===== src/rtl/ripple_count_sampler.sv =====
// Synchronises and de-glitches an asynchronous ripple-counter bus, extends it with a wrap counter
// and raises a programmable match interrupt. Define RIPPLE_SAMPLER_SKIP_DET_EN to add the sticky skip_err output.
module ripple_count_sampler #(
    parameter int WIDTH         = 4,
    parameter int EXT_WIDTH     = 8,
    parameter int STABLE_CYCLES = 2
) (
    input  logic                       clk,
    input  logic                       clear,
    input  logic [WIDTH-1:0]           cnt_in,
    input  logic                       match_en,
    input  logic [WIDTH+EXT_WIDTH-1:0] match_val,
    input  logic                       ack,
    output logic [WIDTH+EXT_WIDTH-1:0] count_out,
    output logic                       count_vld,
    output logic                       wrap,
    output logic                       match_irq
`ifdef RIPPLE_SAMPLER_SKIP_DET_EN
    ,
    output logic                       skip_err
`endif
);

    localparam int RW = (STABLE_CYCLES < 2) ? 1 : $clog2(STABLE_CYCLES + 1);
    localparam logic [RW-1:0] R_MAX = RW'(STABLE_CYCLES);

    logic [WIDTH-1:0]     s1_p0;
    logic [WIDTH-1:0]     s2_p1;
    logic [RW-1:0]        run_p2;
    logic [WIDTH-1:0]     acc;
    logic [EXT_WIDTH-1:0] ext;

    logic                 accept;
    logic                 is_wrap;
    logic [EXT_WIDTH-1:0] ext_nxt;
    logic                 hit;

    // Run length saturates so a long-stable bus keeps the accept window open.
    function automatic logic [RW-1:0] sat_inc(input logic [RW-1:0] v);
        return (v >= R_MAX) ? R_MAX : v + RW'(1);
    endfunction

    assign accept  = (run_p2 == R_MAX) && (s2_p1 != acc);
    assign is_wrap = accept && (acc == {WIDTH{1'b1}}) && (s2_p1 == '0);
    assign ext_nxt = is_wrap ? ext + EXT_WIDTH'(1) : ext;
    assign hit     = accept && match_en && ({ext_nxt, s2_p1} == match_val);

    assign count_out = {ext, acc};

    always_ff @(posedge clk or negedge clear) begin
        if (!clear) begin
            s1_p0     <= '0;
            s2_p1     <= '0;
            run_p2    <= '0;
            acc       <= '0;
            ext       <= '0;
            count_vld <= 1'b0;
            wrap      <= 1'b0;
            match_irq <= 1'b0;
        end else begin
            // p0/p1: two-flop synchroniser; p2: stability run length
            s1_p0     <= cnt_in;
            s2_p1     <= s1_p0;
            run_p2    <= (s1_p0 == s2_p1) ? sat_inc(run_p2) : '0;
            count_vld <= accept;
            wrap      <= is_wrap;
            if (accept) begin
                acc <= s2_p1;
                ext <= ext_nxt;
            end
            // A coincident match wins over ack.
            if (hit)
                match_irq <= 1'b1;
            else if (ack)
                match_irq <= 1'b0;
        end
    end

`ifdef RIPPLE_SAMPLER_SKIP_DET_EN
    logic [WIDTH-1:0] acc_inc;
    logic             is_skip;

    assign acc_inc = acc + WIDTH'(1);
    assign is_skip = accept && (s2_p1 != acc_inc);

    always_ff @(posedge clk or negedge clear) begin
        if (!clear)
            skip_err <= 1'b0;
        else if (is_skip)
            skip_err <= 1'b1;
    end
`endif

endmodule


===== config.mk =====
export PLATFORM = sky130hd
export DESIGN_NAME = ripple_count_sampler
export DESIGN_NICKNAME = d
export VERILOG_FILES = /design/src/rtl/ripple_count_sampler.sv
export SDC_FILE = /design/constraint.sdc
export NUM_CORES = 1
export LEC_CHECK = 0
export BUFFER_PORTS_ARGS = -buffer_cell sky130_fd_sc_hd__buf_2
export CORE_UTILIZATION = 33
export CTS_BUF_LIST = sky130_fd_sc_hd__clkbuf_16
export DETAILED_ROUTE_END_ITERATION = 7
export SYNTH_ARGS = -nofsm -noshare
export SYNTH_HDL_FRONTEND = slang
export SYNTH_SLANG_ARGS = --single-unit

===== constraint.sdc =====
create_clock -name clk -period 3.48 [get_ports clk]
set_clock_uncertainty 0.05 [all_clocks]
set_input_delay 0.696 -clock clk [delete_from_list [all_inputs] [get_ports clk]]
set_output_delay 0.696 -clock clk [all_outputs]
set_load 0.02 [all_outputs]

==> impl_metrics.env, run 1 <==
export IMPL_status="finished clean"
export IMPL_cts_root_buf="clkbuf_16"
export IMPL_synth_edf_count=0
export IMPL_grt_busiest_layer="met2"
export IMPL_reg2reg_slack_ps=540
export IMPL_syn_nets=131
export IMPL_area_growth_syn_to_layout_pct=23.0
export IMPL_synth_ff_type="dfrtp_1"
export IMPL_grt_overflow_total=0
export IMPL_drc_errors=0
export IMPL_vias_per_cell=5.03
export IMPL_cp_cell_sequence="or4b_4, or4_1, nor4_4, o311ai_1, a211oi_2, nand4_1, o32ai_1"
export IMPL_ios=35
export IMPL_drtIter0Drc=78
export IMPL_critPathBufInv=0
export IMPL_setup_viol_count_final=0
export IMPL_die_y_um=64.8
export IMPL_h_tree_depth=1
export IMPL_synth_seq_cells=25
export IMPL_seq_power_share=0.489
export IMPL_fin_crit_ps=2940
export IMPL_antenna_found_initial=0
export IMPL_maxCapViolations=0
export IMPL_drtAntennaViolNets=0
export IMPL_tritoncts="built"
export IMPL_seq_area_frac_synth=0.481
export IMPL_fp_row_count=22
export IMPL_ir_drop_v=0.000219
export IMPL_clockBufferDepth=2
export IMPL_period_share=0.844
export IMPL_r2r_start="s2_p1[1]$_DFF_PN0_"
export IMPL_cp_top_family="simple AND/OR/NAND/NOR gates"
export IMPL_final_nets=167
export IMPL_die_w_um=64.8
export IMPL_cts_setup_buffers=0
export IMPL_mostFrequentLayoutCells="buf_2, dfrtp_1, xnor2_1"
export IMPL_syn_inst=110
export IMPL_rsz0062_at_grt="no"
export IMPL_drv_slew=0
export IMPL_hold_ws_ps=342
export IMPL_grt_first_pass_wirelength_um=4590
export IMPL_routed_wl_um=2760
export IMPL_cts_hold_buf=0
export IMPL_hp_start="s1_p0[2]$_DFF_PN0_"
export IMPL_power_switching_uw=161
export IMPL_cts_resized=0
export IMPL_sw_frac_of_total=0.245
export IMPL_diodes=0
export IMPL_vias=971
export IMPL_grtUsageMet2=0.243
export IMPL_critPathKind="reg -> reg"
export IMPL_hold_violations=0
export IMPL_core_um2=3720
export IMPL_grt_max_degree=26
export IMPL_hpwlAfterDp_um=2080
export IMPL_final_common_cell="buf_2"
export IMPL_reg2reg_depth=7
export IMPL_n_fill_cell=371
export IMPL_hold_class="reg -> reg"
export IMPL_crit_arrival_ps=3040
export IMPL_final_area_um2=1600
export IMPL_synth_cell_area_um2=1300
export IMPL_cts_buffers=3
export IMPL_ys_types=33
export IMPL_cpPeakStageDelay_ps=610
export IMPL_grtUsageMet1=0.176
export IMPL_avgSynthCellArea_um2=11.8
export IMPL_max_slew_margin_rel=0.627
export IMPL_drt_pass1_iterations=4
export IMPL_yosys_warnings=0
export IMPL_gp_congestion=0.812
export IMPL_start_kind="flop"
export IMPL_async_reset_ff_frac=1.00
export IMPL_power_per_cell_area_nw_per_um2=412
export IMPL_pwr_share_clk=0.399
export IMPL_cp_num_cells=7
export IMPL_min_path_cells=0
export IMPL_cp_required_ps=3590
export IMPL_wl_per_cell_um=14.3
export IMPL_io_buffers=34
export IMPL_min_to="s2_p1[2]$_DFF_PN0_"
export IMPL_grt_util_met3=0.0194
export IMPL_tightest_slew_ps=560
export IMPL_die_area_um2=4190
export IMPL_design_power_total_uw=658
export IMPL_setup_tns_ps=0
export IMPL_critPathSlowestCell="or4b_4"
export IMPL_initial_utilization=0.350
export IMPL_clock_latency_ps=260
export IMPL_grt_pass1_vias=1020
export IMPL_place_area_um2=1520
export IMPL_clock_sinks=25
export IMPL_cp_max_fo=5
export IMPL_endpoint_kind="flop"
export IMPL_power_leakage_nw=0.754
export IMPL_power_frac_comb=0.113
export IMPL_utilization=0.430
export IMPL_intPower_uw=497
export IMPL_grt_use_total=0.142
export IMPL_r2r_end="match_irq$_DFFE_PN0P_"
export IMPL_cts_reportedPaths_clkPinSlew_ps=70
export IMPL_layout_drive_gt1_share=0.359
export IMPL_timing_fmax_ghz=0.340
==> per-stage QoR <==
stage | setup WS (ps) | instances
final | 542 | 193
after global routing | 362 | 193
after CTS | 511 | 193
after detailed placement | 603 | 189
after global placement | 723 | 189
after floorplan | 880 | 110
==> routing by layer <==
metal | share of wire | vias up
met2 | 0.51 | 23
met4 | 0.018 | 0
li1 | - | 466
met3 | 0.032 | 4
met1 | 0.44 | 478
met5 | 0 | -
==> power groups by stage <==
stage | logic, mW | registers [mW] | clock network (mW)
6_report | 0.0741 | 0.322 | 0.263
5_1_grt | 0.0811 | 0.323 | 0.279
4_1_cts | 0.0750 | 0.321 | 0.267
3_5_place_dp | 0.0736 | 0.327 | 0
3_3_place_gp | 0.0733 | 0.325 | 0
2_1_floorplan | 0.0338 | 0.332 | 0
==> flip-flops by register name, indices dropped and copies added (netlist names) <==
register	flops
s2_p1	4
run_p2	2
match_irq	1
ext	8
count_vld	1
wrap	1
acc	4
s1_p0	4
==> worst max path at each step <==
stage,start,to
after detailed placement,s2_p1[1]$_DFF_PN0_,match_irq$_DFFE_PN0P_
final,s2_p1[1]$_DFF_PN0_,match_irq$_DFFE_PN0P_
after floorplan,s2_p1[1]$_DFF_PN0_,match_irq$_DFFE_PN0P_
after global placement,s2_p1[1]$_DFF_PN0_,match_irq$_DFFE_PN0P_
after CTS,s2_p1[1]$_DFF_PN0_,match_irq$_DFFE_PN0P_
after global routing,s2_p1[1]$_DFF_PN0_,match_irq$_DFFE_PN0P_
==> layout make-up <==
type                    count  area [um2]  area share
clock buffers               3        75.1      0.0469
clock inverters             1        8.76     0.00548
inverters                   7        26.3      0.0164
multi-input cells          75         633       0.396
flip-flops and latches     25         626       0.391
well taps                  48        60.1      0.0376
repair buffers             34         170       0.106
==> synth_stat cells (all sizes together), types with 3 or more instances <==
master  instances  share of area
dfrtp          25           0.48
inv             7          0.020
mux2            6          0.052
nand2           4          0.012
nand4           5          0.024
nor2            6          0.017
nor3            3          0.015
xnor2          17           0.11
xor2            9          0.061
==> cell families after synthesis <==
family          share of synthesized area
fa+ha+maj                         0.00962
simple gates                        0.161
buf+inv                            0.0318
mux                                0.0597
xor+xnor                            0.175
flops                               0.481
compound gates                     0.0818
Note: power is estimated with default switching activity, not from simulation.
==> run 2, diff against run 1 <==
ABC_AREA = 1   (was unset)
clock period = 2.4 ns   (was 3.48 ns; I/O delays follow)
==> run 2 against run 1 <==
  * Critical path depth rose by 6
  * Sequential cell count did not move
  * Register-to-register slack got worse by 60 ps
  * Die area rose by 9.6%
  * Global-route usage rose by 0.082 points
  * Total power rose by 44%
  * Sequential share of layout area fell by 3.0 points
  * Clock-buffer cell count did not move
  * Combinational power rose by 52%
  * Core utilization fell by 0.62 points
  * Largest cell class unchanged
  * Highest routed layer unchanged
==> impl_metrics.env, run 2 <==
export IMPL_antenna_found_initial=0
export IMPL_intPower_uw=712
export IMPL_hpwlAfterDp_um=2210
export IMPL_pre_cts_slack_ps=489
export IMPL_vias_per_cell=4.25
export IMPL_timing_fmax_ghz=0.523
export IMPL_routed_wl_um=2810
export IMPL_final_area_um2=1730
export IMPL_die_w_um=67.8
export IMPL_power_switching_uw=237
export IMPL_clock_sinks=25
export IMPL_power_leakage_nw=0.981
export IMPL_grt_max_degree=26
export IMPL_drt_pass1_iterations=4
export IMPL_grt_first_pass_wirelength_um=4930
export IMPL_synth_commonest_cells="nand2_1, inv_1, dfrtp_1"
export IMPL_critPathKind="reg -> reg"
export IMPL_crit_arrival_ps=2050
export IMPL_core_um2=4090
export IMPL_synth_edf_count=0
export IMPL_drtIter0Drc=36
export IMPL_die_y_um=67.8
export IMPL_regMostFlops="ext"
export IMPL_hold_violations=0
export IMPL_setup_ws_ps=487
export IMPL_mostFrequentLayoutCells="nand2_1, buf_2, inv_1"
export IMPL_initial_utilization=0.350
export IMPL_seq_area_frac_synth=0.438
export IMPL_cp_max_fo=11
export IMPL_drc_errors=0
export IMPL_grt_overflow_total=0
export IMPL_die_area_um2=4600
export IMPL_utilization=0.424
export IMPL_period_share=0.797
export IMPL_status="finished clean"
export IMPL_fin_crit_ps=1910
export IMPL_maxCapViolations=0
export IMPL_fp_row_count=23
export IMPL_synthTopCellsByArea="dfrtp_1, nand2_1, inv_1"
export IMPL_ios=35
export IMPL_rsz0062_at_grt="no"
export IMPL_grt_pass1_vias=1113
export IMPL_vias=1161
export IMPL_start_kind="flop"
export IMPL_syn_inst=186
export IMPL_diodes=0
export IMPL_cp_required_ps=2540
export IMPL_avgSynthCellArea_um2=7.68
export IMPL_final_nets=245
export IMPL_gp_congestion=0.838
export IMPL_power_per_cell_area_nw_per_um2=548
export IMPL_n_fill_cell=427
export IMPL_synth_top_area_share=0.438
export IMPL_hold_class="in -> async"
export IMPL_synth_cell_area_um2=1430
export IMPL_setup_tns_ps=0
export IMPL_ys_types=22
export IMPL_synth_ff_type="dfrtp_1"
export IMPL_cts_root_buf="clkbuf_16"
export IMPL_largest_register_ff_count=8
export IMPL_sw_frac_of_total=0.250
export IMPL_tritoncts="built"
export IMPL_wl_per_cell_um=10.3
export IMPL_clock_latency_ps=260
export IMPL_post_synth_top_count_cell="nand2_1"
export IMPL_endpoint_kind="flop"
export IMPL_pwr_share_clk=0.396
export IMPL_cts_setup_buffers=0
export IMPL_area_growth_syn_to_layout_pct=21.3
export IMPL_design_power_total_uw=949
export IMPL_seq_power_share=0.485
export IMPL_ir_drop_v=0.000446
export IMPL_io_buffers=34
export IMPL_place_area_um2=1650
export IMPL_final_common_cell="nand2_1"
export IMPL_syn_nets=207
export IMPL_drtAntennaViolNets=0
export IMPL_max_slew_margin_rel=0.626
export IMPL_tightest_slew_ps=561
export IMPL_cts_buffers=3
export IMPL_h_tree_depth=1
export IMPL_setup_viol_count_final=0
export IMPL_cts_reportedPaths_clkPinSlew_ps=70
export IMPL_reg2reg_depth=13
export IMPL_synth_top_area_cell="dfrtp_1"
export IMPL_grt_use_total=0.143
export IMPL_drv_slew=0
export IMPL_power_frac_comb=0.119
export IMPL_layout_drive_gt1_share=0.256
export IMPL_yosys_warnings=0
export IMPL_cts_resized=0
export IMPL_async_reset_ff_frac=1.00
export IMPL_synth_seq_cells=25
export IMPL_cts_hold_buf=0
export IMPL_clockBufferDepth=2
run 2: cell types whose count changed after synthesis, sizes merged, moves of 4 or more:
cell	previous run	this run
xor2	9	5
nand3	2	15
nand2	4	62
o21ai	0	7
xnor2	17	6
inv	7	35
nor2	6	19
mux2	6	0
run 2: per-layer routing:
metal,vias up,share of wire,track usage
li1,639,-,-
met1,504,0.52,0.201
met2,16,0.45,0.226
met3,2,0.026,0.0203
met4,0,0.0096,0.0391
met5,-,0,0
run 2: cell families (layout without fill, tap and decap cells):
kind of cell / count (synthesis) / after routing / share of synthesized area
XOR/XNOR: 11 / 11 / 0.0674
adder cells (fa/ha/maj): 1 / 1 / 0.00876
AO/OA/AOI/OAI: 8 / 8 / 0.0324
flip-flops: 25 / 25 / 0.438
buffers and inverters: 36 / 73 / 0.0998
AND/OR/NAND/NOR: 105 / 105 / 0.354
run 2: power by group through the flow:
stage	Sequential (mW)	Combinational (mW)	Clock, mW
3_5_place_dp	0.468	0.115	0
6_report	0.460	0.113	0.376
5_1_grt	0.463	0.128	0.405
2_1_floorplan	0.476	0.0601	0
4_1_cts	0.460	0.116	0.386
3_3_place_gp	0.467	0.115	0
run 2: path summary, 6_finish.rpt:
| path | start | end | slack [ps] |
|---|---|---|---|
| max in group asynchronous | clear | count_vld$_DFF_PN0_ | 1770 |
| max reg2reg | s2_p1[0]$_DFF_PN0_ | match_irq$_DFFE_PN0P_ | 490 |
| max | s2_p1[0]$_DFF_PN0_ | match_irq$_DFFE_PN0P_ | 490 |
| min in group clk | cnt_in[0] | s1_p0[0]$_DFF_PN0_ | 270 |
| min reg2reg | s1_p0[1]$_DFF_PN0_ | s2_p1[1]$_DFF_PN0_ | 350 |
| min | clear | s1_p0[2]$_DFF_PN0_ | 150 |
run 2: area by class of cell:
type / instances / area [um2] / area share
Clock inverter: 1 / 7.51 / 0.00433
Tap cell: 50 / 62.6 / 0.0361
Clock buffer: 3 / 75.1 / 0.0433
Inverter: 35 / 131 / 0.0758
Sequential cell: 25 / 626 / 0.361
Timing Repair Buffer: 34 / 170 / 0.0982
Multi-Input combinational cell: 125 / 661 / 0.381
run 2: metrics by stage:
step	std cells	hold slack [ps]
after global routing	273	207
final	273	155
after global placement	269	332
after floorplan	186	134
after detailed placement	269	336
after CTS	273	185
run 2: critical path, stage by stage (launching register included):
cell and delay (ps):
dfrtp_1 440, inv_1 120, nand2_1 60, nand2_1 90, nor2_4 50, nand2_4 80
nand3_4 80, nor2_4 280, nand2_1 130, nand2_1 100, nand2_1 50, nand2_1 50
nand3_1 110, o21bai_2 140
